## config.mk

```make
export PLATFORM = sky130hd
export DESIGN_NAME = uart_tx_fifo_flat
export DESIGN_NICKNAME = d
export VERILOG_FILES = /design/src/rtl/uart_tx_fifo_if.sv /design/src/rtl/uart_tx_fifo.sv /design/src/flat_wrapper.sv
export SDC_FILE = /design/constraint.sdc
export NUM_CORES = 1
export LEC_CHECK = 0
export ABC_AREA = 1
export ABC_CLOCK_PERIOD_IN_PS = 2200
export BUFFER_PORTS_ARGS = -buffer_cell sky130_fd_sc_hd__buf_2
export CELL_PAD_IN_SITES_DETAIL_PLACEMENT = 1
export CELL_PAD_IN_SITES_GLOBAL_PLACEMENT = 1
export CORE_MARGIN = 2
export CORE_UTILIZATION = 25
export CTS_CLUSTER_DIAMETER = 50
export CTS_CLUSTER_SIZE = 10
export DETAILED_ROUTE_END_ITERATION = 6
export MAX_ROUTING_LAYER = met4
export PLACE_DENSITY = 0.56
export SLEW_MARGIN = 20
export SYNTH_ARGS = -nofsm -noshare
export SYNTH_HDL_FRONTEND = slang
export SYNTH_SLANG_ARGS = --single-unit
```

## constraint.sdc

```tcl
create_clock -name i_Clock -period 2.2 [get_ports i_Clock]
set_input_delay 0.55 -clock i_Clock [delete_from_list [all_inputs] [get_ports i_Clock]]
set_output_delay 0.55 -clock i_Clock [all_outputs]
set_load 0.02 [all_outputs]
```

## src/rtl/uart_tx_fifo_if.sv

```systemverilog
// Processor-write / uart_tx-launch signal bundle for uart_tx_fifo.
// o_Overflow exists only when UART_TX_FIFO_OVF_EN is defined.
interface uart_tx_fifo_if #(
  parameter int unsigned ADDR_W = 4
);
  logic              i_Wr_DV;
  logic [7:0]        i_Wr_Byte;
  logic              i_Tx_Done;
  logic              o_Tx_DV;
  logic [7:0]        o_Tx_Byte;
  logic              o_Ready;
  logic              o_Empty;
  logic              o_Full;
  logic [ADDR_W:0]   o_Count;
`ifdef UART_TX_FIFO_OVF_EN
  logic              o_Overflow;

  modport slave (
    input  i_Wr_DV, i_Wr_Byte, i_Tx_Done,
    output o_Tx_DV, o_Tx_Byte, o_Ready, o_Empty, o_Full, o_Count, o_Overflow
  );
  modport master (
    output i_Wr_DV, i_Wr_Byte, i_Tx_Done,
    input  o_Tx_DV, o_Tx_Byte, o_Ready, o_Empty, o_Full, o_Count, o_Overflow
  );
`else
  modport slave (
    input  i_Wr_DV, i_Wr_Byte, i_Tx_Done,
    output o_Tx_DV, o_Tx_Byte, o_Ready, o_Empty, o_Full, o_Count
  );
  modport master (
    output i_Wr_DV, i_Wr_Byte, i_Tx_Done,
    input  o_Tx_DV, o_Tx_Byte, o_Ready, o_Empty, o_Full, o_Count
  );
`endif
endinterface

```

## src/rtl/uart_tx_fifo.sv

```systemverilog
// Byte FIFO that absorbs processor bursts and launches uart_tx one byte per o_Tx_Done.
// Define UART_TX_FIFO_OVF_EN to add the sticky o_Overflow flag.
module uart_tx_fifo #(
  parameter int unsigned ADDR_W      = 4,
  parameter int unsigned ALMOST_FULL = 12
) (
  input  logic          i_Clock,
  input  logic          i_Reset,
  uart_tx_fifo_if.slave bus
);
  localparam int unsigned DEPTH = 2 ** ADDR_W;
  localparam int unsigned CNT_W = ADDR_W + 1;

  typedef enum logic [1:0] {IDLE, LAUNCH, WAIT_DONE, GAP} txState_t;

  txState_t          state, stateNext;
  logic [7:0]        mem [DEPTH];
  logic [ADDR_W-1:0] wrPtr, rdPtr;
  logic [CNT_W-1:0]  count, countNext;
  logic              empty, full, ready;
  logic              txDv;
  logic [7:0]        txByte;
  logic              wrAccept, pop;

  // Full is the registered flag, so a write into a full FIFO drops even alongside a pop.
  assign wrAccept = bus.i_Wr_DV && !full;

  always_comb begin
    stateNext = state;
    pop       = 1'b0;
    case (state)
      IDLE: begin
        if (!empty) begin
          pop       = 1'b1;
          stateNext = LAUNCH;
        end
      end
      LAUNCH:    stateNext = WAIT_DONE;
      WAIT_DONE: if (bus.i_Tx_Done) stateNext = GAP;
      GAP:       stateNext = IDLE;
      default:   stateNext = IDLE;
    endcase
  end

  always_comb begin
    countNext = count;
    case ({wrAccept, pop})
      2'b10:   countNext = count + CNT_W'(1);
      2'b01:   countNext = count - CNT_W'(1);
      default: countNext = count;
    endcase
  end

  // Storage needs no reset: pointers and count define what is valid.
  always_ff @(posedge i_Clock) begin
    if (wrAccept && !i_Reset) mem[wrPtr] <= bus.i_Wr_Byte;
  end

  always_ff @(posedge i_Clock) begin
    if (i_Reset) begin
      state  <= IDLE;
      wrPtr  <= '0;
      rdPtr  <= '0;
      count  <= '0;
      empty  <= 1'b1;
      full   <= 1'b0;
      ready  <= 1'b1;
      txDv   <= 1'b0;
      txByte <= 8'h00;
    end else begin
      state <= stateNext;
      count <= countNext;
      empty <= (countNext == '0);
      full  <= (countNext == CNT_W'(DEPTH));
      ready <= (countNext < CNT_W'(ALMOST_FULL));
      txDv  <= pop;
      if (wrAccept) wrPtr <= wrPtr + ADDR_W'(1);
      if (pop) begin
        rdPtr  <= rdPtr + ADDR_W'(1);
        txByte <= mem[rdPtr];
      end
    end
  end

`ifdef UART_TX_FIFO_OVF_EN
  logic overflow;

  always_ff @(posedge i_Clock) begin
    if (i_Reset)                     overflow <= 1'b0;
    else if (bus.i_Wr_DV && full)    overflow <= 1'b1;
  end

  assign bus.o_Overflow = overflow;
`endif

  assign bus.o_Tx_DV   = txDv;
  assign bus.o_Tx_Byte = txByte;
  assign bus.o_Ready   = ready;
  assign bus.o_Empty   = empty;
  assign bus.o_Full    = full;
  assign bus.o_Count   = count;
endmodule
```

## src/flat_wrapper.sv

```systemverilog
// flat-port wrapper written by rule: the top's interface ports become plain ports
module uart_tx_fifo_flat 
#(
  parameter int unsigned ADDR_W      = 4,
  parameter int unsigned ALMOST_FULL = 12
)
  (i_Clock, i_Reset, bus_i_Wr_DV, bus_i_Wr_Byte, bus_i_Tx_Done, bus_o_Tx_DV, bus_o_Tx_Byte, bus_o_Ready, bus_o_Empty, bus_o_Full, bus_o_Count);
  uart_tx_fifo_if #(.ADDR_W(ADDR_W)) bus_i ();
  input  logic i_Clock;
  input  logic i_Reset;
  input wire logic [$bits(bus_i.i_Wr_DV)-1:0] bus_i_Wr_DV;
  input wire logic [$bits(bus_i.i_Wr_Byte)-1:0] bus_i_Wr_Byte;
  input wire logic [$bits(bus_i.i_Tx_Done)-1:0] bus_i_Tx_Done;
  output wire logic [$bits(bus_i.o_Tx_DV)-1:0] bus_o_Tx_DV;
  output wire logic [$bits(bus_i.o_Tx_Byte)-1:0] bus_o_Tx_Byte;
  output wire logic [$bits(bus_i.o_Ready)-1:0] bus_o_Ready;
  output wire logic [$bits(bus_i.o_Empty)-1:0] bus_o_Empty;
  output wire logic [$bits(bus_i.o_Full)-1:0] bus_o_Full;
  output wire logic [$bits(bus_i.o_Count)-1:0] bus_o_Count;
  assign bus_i.i_Wr_DV = bus_i_Wr_DV;
  assign bus_i.i_Wr_Byte = bus_i_Wr_Byte;
  assign bus_i.i_Tx_Done = bus_i_Tx_Done;
  assign bus_o_Tx_DV = bus_i.o_Tx_DV;
  assign bus_o_Tx_Byte = bus_i.o_Tx_Byte;
  assign bus_o_Ready = bus_i.o_Ready;
  assign bus_o_Empty = bus_i.o_Empty;
  assign bus_o_Full = bus_i.o_Full;
  assign bus_o_Count = bus_i.o_Count;
  uart_tx_fifo #(.ADDR_W(ADDR_W), .ALMOST_FULL(ALMOST_FULL)) u_core (.i_Clock(i_Clock), .i_Reset(i_Reset), .bus(bus_i));
endmodule
```

==> run_results.csv <==
group,metric,value,unit
run_status,status,"complete, no violations",
clocking,cts_tree,"done",
job,drv.max_cap_violation_count,0,
floorplan,initial_core_util,25.46,%
place,port_buffers,28,
floorplan,rows,58,
timing,fin_skew,0.009536,ns
pwr,vdd.ir_drop.worst,574.0,uV
clocking,numClockSinks,155,
global_routing,grt_pass1_vias,4683,
synthesis,synth_top_area_share,59.95,%
global_routing,antenna_found_initial,2,
global_routing,gr-total-overflow,0,
clocking,clock_path_buffers,2,
critical_path,reg2reg_to,"u_core.bus.o_Ready$_SDFF_PP1_",
cells_and_area,regArea,4385,um2
cells_and_area,nets,630,
synthesis,synth_area_leaders,"edfxtp_1, dfxtp_1, nor2_1",
timing,max_freq,0.4996,GHz
critical_path,rrSetupSlack,0.20,ns
timing,post-route-period-util,90.99,%
critical_path,r2r_start,"u_core.state[0]$_SDFFE_PP0P_",
critical_path,endpoint_kind,"flip-flop",
synthesis,synth.avg_cell_area,11.51,um2
clocking,numCtsBuffers,17,
timing,slew_headroom,54.65,%
min_path,hold_path_class,"flip-flop to flip-flop",
clocking,clk_pin_slew,0.06,ns
pwr,power_leakage,2.778,nW
drt,drc,0,
drt,ant_nets,0,
floorplan,die_h,164.1,um
floorplan,die_w,164.1,um
critical_path,r2r_cells,18,
synthesis,synthCells,557,
critical_path,crit_path_start_kind,"flip-flop",
floorplan,ios,29,
cells_and_area,multi_input_area,1745,um2
critical_path,crit_end,"u_core.bus.o_Ready$_SDFF_PP1_",
global_routing,grt_util_all_layers,13.98,%
clocking,clock-root-buffer,"clkbuf_16",
drt,dr.pass1.iters,4,
synthesis,synthesis.area,6411,um2
pwr,powerDensity,1182,nW/um2
timing,worst_hold_slack,0.4899,ns
place,place.gp.congestion,0.7674,
synthesis,synth_edf_count,128,
critical_path,critPathMaxFanout,7,
synthesis,syn-num-nets,580,
synthesis,yosysSeqAreaShare,68.38,%
synthesis,synth_top_cell_by_area,"edfxtp_1",
critical_path,cp_data_arrival_time,2.33,ns
timing,finalHoldViolations,0,
synthesis,ys_warn_count,0,
drt,viasPerCell,4.601,
critical_path,cp-startpoint,"u_core.state[0]$_SDFFE_PP0P_",
timing,setup_viol,0,
timing,slew_violations,0,
timing,min_period,2.002,ns
synthesis,ys_ff_latch,155,
synthesis,yosysMostFrequentCell,"edfxtp_1",
place,dp_cells,917,
synthesis,synthFlopType,"edfxtp_1",
place,hpwl,11260,um
critical_path,crit_type,"flip-flop to flip-flop",
drt,vias,4380,
synthesis,synthDistinctLibCells,30,
drt,routedWlPerCell,18.27,um
cells_and_area,final_core_util,30.55,%
critical_path,cp.required,2.53,ns
pwr,report.power.total,9.095,mW
cells_and_area,area_delta_synth_final,19.98,%
floorplan,core_area,25180,um2
global_routing,grt_pass1_wl,26750,um
global_routing,grt_max_degree,44,
clocking,cts.htree.levels,4,
timing,worst_slew_pin_slew,0.6803,ns
cells_and_area,layout-drive-gt1-share,18.06,%
synthesis,ys_async_sr_fraction,0,%
synthesis,synth_commonest_cells,"edfxtp_1, nor2_1, o21ai_0",
cells_and_area,stdcell_count,952,
cells_and_area,fill_cells,2762,
clocking,clk_latency,0.44,ns
drt,routed_wl,17390,um
floorplan,die-area,26940,um2
drt,drt_iter0_markers,249,
[metal layers]
| metal | share of wire, % | GRT usage [%] |
|---|---|---|
| met4 | 1.8 | 5.343 |
| met1 | 44 | 16.55 |
| met3 | 3.8 | 2.929 |
| met2 | 50 | 23.35 |
| met5 | 0 | - |
[how the worst min path moves through the flow]
stage / start / endpoint / slack [ns] / cells after the start
after CTS: bus_i_Wr_Byte[1] / u_core.mem[5][1]$_DFFE_PP_ / 0.49 / 1
after global routing: bus_i_Wr_Byte[1] / u_core.mem[5][1]$_DFFE_PP_ / 0.51 / 1
after floorplan: u_core.state[1]$_SDFFE_PP0P_ / u_core.state[1]$_SDFFE_PP0P_ / 0.47 / 2
after detailed placement: u_core.state[1]$_SDFFE_PP0P_ / u_core.state[1]$_SDFFE_PP0P_ / 0.52 / 2
final: u_core.state[0]$_SDFFE_PP0P_ / u_core.state[0]$_SDFFE_PP0P_ / 0.49 / 2
after global placement: u_core.state[1]$_SDFFE_PP0P_ / u_core.state[1]$_SDFFE_PP0P_ / 0.49 / 2
[cells by family (layout without fill, tap and decap cells)]
kind of cell | after synthesis | in the layout | synth area share [%]
AOI/OAI and AO/OA | 124 | 124 | 11.30
xor gates and xnor gates | 2 | 2 | 0.2733
adders and majority gates | 11 | 11 | 2.147
buffers and inverters | 70 | 133 | 4.703
DFF | 155 | 155 | 68.38
other | 0 | 2 | 0
and+or+nand+nor | 195 | 195 | 13.19
[where the power goes]
part,switching (mW),total (mW),internal [mW]
registers,0.158,3.52,3.36
logic,1.73,2.59,0.852
clock network,1.20,2.99,1.79
[flip-flops by register name (all words and copies together), names as in the netlist]
| name | cells |
|---|---|
| u_core.bus.o_Count | 5 |
| u_core.bus.o_Empty | 1 |
| u_core.bus.o_Full | 1 |
| u_core.bus.o_Ready | 1 |
| u_core.bus.o_Tx_Byte | 8 |
| u_core.bus.o_Tx_DV | 1 |
| u_core.mem | 128 |
| u_core.rdPtr | 4 |
| u_core.state | 2 |
| u_core.wrPtr | 4 |
[cell usage in the layout (no fill, tap or decap), types with 21 or more instances in the layout]
master and count:
o21ai_0 56, nor2_1 98, inv_1 36, nand3_1 31, dfxtp_1 26, nand2_1 41
edfxtp_1 128, buf_2 28, o221ai_1 24, buf_4 30, o21ai_1 21
[what timing repair did]
| item | CTS | global route |
|---|---|---|
| hold buffers | 0 | 0 |
| buffers inserted | 0 | 1 |
| hold endpoints to repair | 0 | 0 |
| resized for setup | 0 | 6 |
| setup endpoints to repair | 0 | 4 |
[worst max-delay path, cell delays in order (launching register included)]
cell and delay, ns:
dfxtp_1 0.31, inv_2 0.08, ha_2 0.19, inv_2 0.06, nor2_8 0.15, nand2_4 0.09, nand2_1 0.06, nand2_1 0.08
ha_1 0.18, inv_1 0.07, nand2_1 0.07, nand4_1 0.09, nand2_1 0.06, nand2_1 0.06, nand3_1 0.08, nand2_2 0.09
nand2_2 0.07, nand2_1 0.08, inv_1 0.04
[metrics by stage]
stage	area [um2]	worst slack (ns)	TNS [ns]
6_report	7692	0.1983	0
5_1_grt	7692	-0.001988	-0.001988
4_1_cts	7660	0.1013	0
3_5_place_dp	7059	0.08300	0
3_3_place_gp	7059	0.2155	0
2_1_floorplan	6411	0.1555	0
[area by class of cell]
class	instances	share of cell area, %
inverter	42	2.049
antenna	2	0.06506
clock inverter	14	2.228
clock buffer	18	5.579
tap	330	5.368
multi-input combinational	332	22.69
timing repair buffer	59	5.010
sequential	155	57.01
(Power assumes the default switching activity.)
